--- config.mk ---
export PLATFORM = sky130hd
export DESIGN_NAME = pixel_fb_writer
export DESIGN_NICKNAME = d
export VERILOG_FILES = /design/src/rtl/pixel_fb_writer_pkg.sv /design/src/rtl/pixel_fifo.sv /design/src/rtl/pixel_fb_writer.sv
export SDC_FILE = /design/constraint.sdc
export NUM_CORES = 1
export LEC_CHECK = 0
export ABC_AREA = 1
export CORE_UTILIZATION = 55
export CTS_BUF_LIST = sky130_fd_sc_hd__clkbuf_4 sky130_fd_sc_hd__clkbuf_8
export CTS_CLUSTER_DIAMETER = 200
export DETAILED_ROUTE_END_ITERATION = 6
export PLACE_DENSITY_LB_ADDON = 0.12
export SYNTH_ARGS = -nofsm -noshare
export SYNTH_HDL_FRONTEND = slang
export SYNTH_SLANG_ARGS = --single-unit
--- constraint.sdc ---
create_clock -name iClock -period 2.9 [get_ports iClock]
set_clock_uncertainty 0.15 [all_clocks]
set_input_delay 0.435 -clock iClock [delete_from_list [all_inputs] [get_ports iClock]]
set_output_delay 0.435 -clock iClock [all_outputs]
set_load 0.01 [all_outputs]
--- src/rtl/pixel_fb_writer_pkg.sv ---
// Frame-buffer geometry, widths and the xy-to-address helper shared by
// the drawing engine, this writer and VGA scan-out.
package pixel_fb_writer_pkg;

   localparam int SCREEN_W  = 160;
   localparam int SCREEN_H  = 120;
   localparam int FB_ADDR_W = 15;
   localparam int COLOUR_W  = 3;
   localparam int X_W       = 8;
   localparam int Y_W       = 7;

   typedef logic [FB_ADDR_W-1:0] fb_addr_t;
   typedef logic [COLOUR_W-1:0]  colour_t;

   typedef struct packed {
      fb_addr_t addr;
      colour_t  colour;
   } fb_px_t;

   localparam int PX_W = $bits(fb_px_t);

   // Y*160 + X built from shifts so no multiplier is needed.
   function automatic fb_addr_t xy_to_addr(
      input logic [X_W-1:0] x,
      input logic [Y_W-1:0] y
   );
      fb_addr_t w_y;
      fb_addr_t w_x;
      w_y = {{(FB_ADDR_W-Y_W){1'b0}}, y};
      w_x = {{(FB_ADDR_W-X_W){1'b0}}, x};
      return (w_y << 7) + (w_y << 5) + w_x;
   endfunction

endpackage

--- src/rtl/pixel_fifo.sv ---
// Synchronous FIFO with registered count; read data is the head entry,
// valid whenever the FIFO is not empty.
module pixel_fifo #(
   parameter  int WIDTH = 18,
   parameter  int DEPTH = 8,
   localparam int AW    = $clog2(DEPTH),
   localparam int CW    = AW + 1
) (
   input  logic             i_clk,
   input  logic             i_rst_n,
   input  logic             i_push,
   input  logic [WIDTH-1:0] i_wdata,
   input  logic             i_pop,
   output logic [WIDTH-1:0] o_rdata,
   output logic             o_full,
   output logic             o_empty,
   output logic [CW-1:0]    o_count
);

   localparam logic [CW-1:0] LP_FULL = CW'(DEPTH);

   logic [WIDTH-1:0] r_mem [DEPTH];
   logic [AW-1:0]    r_wr_ptr;
   logic [AW-1:0]    r_rd_ptr;
   logic [CW-1:0]    r_count;
   logic             w_push;
   logic             w_pop;

   assign o_full  = (r_count == LP_FULL);
   assign o_empty = (r_count == '0);
   assign o_count = r_count;
   assign o_rdata = r_mem[r_rd_ptr];

   assign w_push = i_push & ~o_full;
   assign w_pop  = i_pop & ~o_empty;

   // Power-of-two depth lets the pointers wrap by natural overflow.
   always_ff @(posedge i_clk) begin
      if (!i_rst_n) begin
         r_wr_ptr <= '0;
         r_rd_ptr <= '0;
         r_count  <= '0;
      end else begin
         if (w_push) r_wr_ptr <= r_wr_ptr + AW'(1);
         if (w_pop)  r_rd_ptr <= r_rd_ptr + AW'(1);
         case ({w_push, w_pop})
            2'b10:   r_count <= r_count + CW'(1);
            2'b01:   r_count <= r_count - CW'(1);
            default: r_count <= r_count;
         endcase
      end
   end

   always_ff @(posedge i_clk) begin
      if (w_push) r_mem[r_wr_ptr] <= i_wdata;
   end

endmodule

--- src/rtl/pixel_fb_writer.sv ---
// Buffers the drawing engine's pixel stream and issues one frame-buffer
// write per on-screen pixel, absorbing RAM-port stalls in a FIFO.
module pixel_fb_writer
   import pixel_fb_writer_pkg::*;
#(
   parameter int FIFO_DEPTH = 8,
   parameter int SCREEN_W   = pixel_fb_writer_pkg::SCREEN_W,
   parameter int SCREEN_H   = pixel_fb_writer_pkg::SCREEN_H
) (
   input  logic                 iClock,
   input  logic                 iResetn,
   input  logic [X_W-1:0]       iX,
   input  logic [Y_W-1:0]       iY,
   input  logic [COLOUR_W-1:0]  iColour,
   input  logic                 iPlot,
   output logic                 oReady,
   input  logic                 iMemBusy,
   output logic [FB_ADDR_W-1:0] oWrAddr,
   output logic [COLOUR_W-1:0]  oWrData,
   output logic                 oWrEn,
   output logic                 oIdle,
   output logic                 oOverflow,
   output logic [7:0]           oClipCount
);

   localparam int CW = $clog2(FIFO_DEPTH) + 1;
   localparam logic [X_W-1:0] LP_W = X_W'(SCREEN_W);
   localparam logic [Y_W-1:0] LP_H = Y_W'(SCREEN_H);

   logic          w_full;
   logic          w_empty;
   logic [CW-1:0] w_count;
   fb_px_t        w_in_px;
   fb_px_t        w_head_px;
   logic          w_accept;
   logic          w_on_screen;
   logic          w_push;
   logic          w_clip;
   logic          w_pop;

   logic          r_wr_en;
   fb_addr_t      r_wr_addr;
   colour_t       r_wr_data;
   logic          r_overflow;
   logic [7:0]    r_clip_count;

   assign oReady      = iResetn & ~w_full;
   assign w_accept    = iPlot & oReady;
   assign w_on_screen = (iX < LP_W) & (iY < LP_H);
   assign w_push      = w_accept & w_on_screen;
   assign w_clip      = w_accept & ~w_on_screen;
   assign w_pop       = ~w_empty & ~iMemBusy;

   assign w_in_px.addr   = xy_to_addr(iX, iY);
   assign w_in_px.colour = iColour;

   pixel_fifo #(
      .WIDTH (PX_W),
      .DEPTH (FIFO_DEPTH)
   ) u_fifo (
      .i_clk   (iClock),
      .i_rst_n (iResetn),
      .i_push  (w_push),
      .i_wdata (w_in_px),
      .i_pop   (w_pop),
      .o_rdata (w_head_px),
      .o_full  (w_full),
      .o_empty (w_empty),
      .o_count (w_count)
   );

   // Output stage: address/data hold their last value between writes.
   always_ff @(posedge iClock) begin
      if (!iResetn) begin
         r_wr_en   <= 1'b0;
         r_wr_addr <= '0;
         r_wr_data <= '0;
      end else begin
         r_wr_en <= w_pop;
         if (w_pop) begin
            r_wr_addr <= w_head_px.addr;
            r_wr_data <= w_head_px.colour;
         end
      end
   end

   always_ff @(posedge iClock) begin
      if (!iResetn) begin
         r_overflow   <= 1'b0;
         r_clip_count <= '0;
      end else begin
         if (iPlot & w_full) r_overflow <= 1'b1;
         if (w_clip && r_clip_count != 8'hFF)
            r_clip_count <= r_clip_count + 8'd1;
      end
   end

   assign oWrEn      = r_wr_en;
   assign oWrAddr    = r_wr_addr;
   assign oWrData    = r_wr_data;
   assign oOverflow  = r_overflow;
   assign oClipCount = r_clip_count;
   assign oIdle      = (w_count == '0) & ~r_wr_en;

endmodule

==> metrics.cfg <==
[setup_path]
start_kind = input pin
arrival_ps = 2780
r2r_slack_ps = 540
worst-setup-path-type = input pin to flip-flop
reg2reg_to = u_fifo.o_count[2]
r2r_cells = 15
reg2reg_from = u_fifo.o_count[3]
path_max_fanout = 8
cp-end-kind = flip-flop
crit_required_ps = 3060

[timing]
finalSetupViolCount = 0
hold_viol = 0
worstMarginPinSlew_ps = 795.2
fin_crit_ps = 2620
timing.fmax_ghz = 0.3816
slew_violations = 0
finalCritPeriodShare = 0.9036
maxSlewHeadroom = 0.4699
rsz0062_at_grt = no

[global_route]
grt_pass1_wl_mm = 27.99
grt_pass1_vias = 5654
grt_max_degree = 74
grt_antenna_before_repair = 0
grtUsageTotal = 0.2551
grt_overflow = 0

[synthesis]
syn_area_per_cell_um2 = 9.945
synth_area_um2 = 8045
yosysSeqAreaShare = 0.6320
yosysUniqueCellTypes = 32
netlist.area_leader.share = 0.5375
yosys_warnings = 0
syn_inst = 809
synth_edf_count = 144
synthTopCellsByCount = nand2_1 (249), edfxtp_1 (144), nand3_1 (93)
syn_nets = 852
synth_seq_cells = 182
async_flop_share = 0
yosysTopAreaCell = edfxtp_1
synth_flop_cell = edfxtp_1
synth_area_leaders = edfxtp_1 (54%), nand2_1 (12%), dfxtp_1 (9.5%)
yosysMostFrequentCell = nand2_1

[power]
power.total_mw = 6.639
power_per_cell_area_nw_per_um2 = 718.8
power_leakage_nw = 3.637
peakVddDrop_mv = 0.6788

[job]
drv_cap = 0

[placement]
dpl-instance-area_um2 = 8847
place_inst = 1034
place.detailed.hpwl_mm = 10.49
io_buffers = 51
globalplace.congestion = 0.8140

[route]
dr_total_vias = 5714
drt_iter0_drc = 562
viasPerCell = 5.360
drcViolationCount = 0
ant_nets = 0
wl_per_cell_um = 16.51
routed_wl_mm = 17.60
drt-pass1-iter-count = 5

[floorplan]
die_y_um = 122.9
core-area_um2 = 14100
row_count = 43
ios = 52
start_util = 0.5707
die-area_um2 = 15120
dieWidth_um = 122.9

[clocking]
cts_htree_levels = 4
cts_tree = yes
cts_num_sinks = 182
clkLatencyLatePin_ps = 450
cts_buffers = 17
clk_pin_slew_worst_paths_ps = 90
clockBufferDepth = 2
cts_setup_buffers = 0
clockRootBuffer = clkbuf_8

[finish]
nNetsFinal = 916
final_cells = 1066
area_delta_synth_final_pct = 14.81
drive_above_1_share = 0.08239
diodes = 0
finalCoreUtilization = 0.6552
fill_cells = 1107
design_area_um2 = 9236

[worst_hold_path]
hp-class = flip-flop to flip-flop
hold-path-cell-count = 2
min_from = oOverflow
min_to = oOverflow

[status]
outcome = completed

[sequential cells by signal, indices dropped and copies added (netlist names)]
register	cells
oOverflow	1
u_fifo.r_wr_ptr	3
u_fifo.r_mem	144
u_fifo.o_count	4
oClipCount	8
oWrData	3
oWrEn	1
oWrAddr	15
u_fifo.r_rd_ptr	3
[cell families after synthesis]
kind of cell,Yosys count,share of synthesized area
buf+inv,106,0.05910
simple gates,420,0.2182
flops,182,0.6320
compound gates,69,0.04417
fa+ha+maj,21,0.03453
xor+xnor,11,0.01198
[worst max path at each step]
| stage | endpoint | start | depth (start not counted) |
|---|---|---|---|
| global placement | u_fifo.r_mem[2][15] | iX[7] | 8 |
| finish | u_fifo.r_mem[0][17] | iX[7] | 10 |
| global route | u_fifo.r_mem[0][15] | iX[7] | 8 |
| detailed placement | u_fifo.r_mem[6][15] | iX[7] | 8 |
| floorplan | u_fifo.r_mem[0][15] | iX[7] | 7 |
| CTS | u_fifo.r_mem[0][15] | iX[7] | 8 |
[through the flow]
step / worst slack, ps / TNS, ps / hold slack (ps)
CTS: 177.0 / 0 / 313.3
floorplan: 439.4 / 0 / 319.3
global placement: -241.1 / -2621 / 295.5
global route: 150.7 / 0 / 337.7
detailed placement: -289.9 / -6458 / 298.9
finish: 279.5 / 0 / 311.8
[critical path, stage by stage]
cell             delay (ps)
clkdlybuf4s50_1         470
fa_1                    600
inv_1                    70
fa_1                    450
inv_1                    90
nand4_1                  90
o211ai_1                170
nand3_1                 110
o21ai_0                 110
buf_4                   180
[where the power goes]
group	internal, mW	leakage (nW)	switching [mW]
clock	0.777	0.176	0.884
sequential	3.02	1.61	0.0859
combinational	0.673	1.85	1.20
total	4.47	3.64	2.17
[final cells by class]
| class | count | area [um2] | share of cell area |
|---|---|---|---|
| tap | 180 | 225.2 | 0.02438 |
| sequential | 182 | 5087 | 0.5508 |
| clock inverter | 13 | 132.6 | 0.01436 |
| inverter | 73 | 274.0 | 0.02967 |
| multi-input combinational | 521 | 2492 | 0.2698 |
| timing repair buffer | 78 | 775.7 | 0.08399 |
| clock buffer | 19 | 249.0 | 0.02696 |
[timing repair]
| item | in CTS | in global routing |
|---|---|---|
| resized for setup | 0 | 1 |
| endpoints found under the hold margin | 0 | 0 |
| hold buffers | 0 | 0 |
| setup endpoints to repair | 0 | 8 |
[cells in the final DEF, fill, tap and decap left out, drive strengths merged]
cell / n
buf: 27
o21ai: 28
nand4: 3
nand3: 94
nor2: 68
nand2: 252
a21o: 1
dfxtp: 38
clkbuf: 19
a31oi: 1
clkinv: 6
and3: 1
clkdlybuf4s50: 51
clkinvlp: 6
fa: 2
edfxtp: 144
nand3b: 2
xor2: 8
a21oi: 38
inv: 72
bufinv: 2
o211ai: 1
ha: 19
xnor2: 3
[routing by layer]
layer  vias up  routed length, um  GRT usage
li1       2809                  -          -
met5         -                  0          0
met3        15               1181    0.04982
met2       183               8450     0.4164
met1      2707               7800     0.3438
met4         0                169    0.08460
No activity file was read; power rests on OpenSTA's default activity.
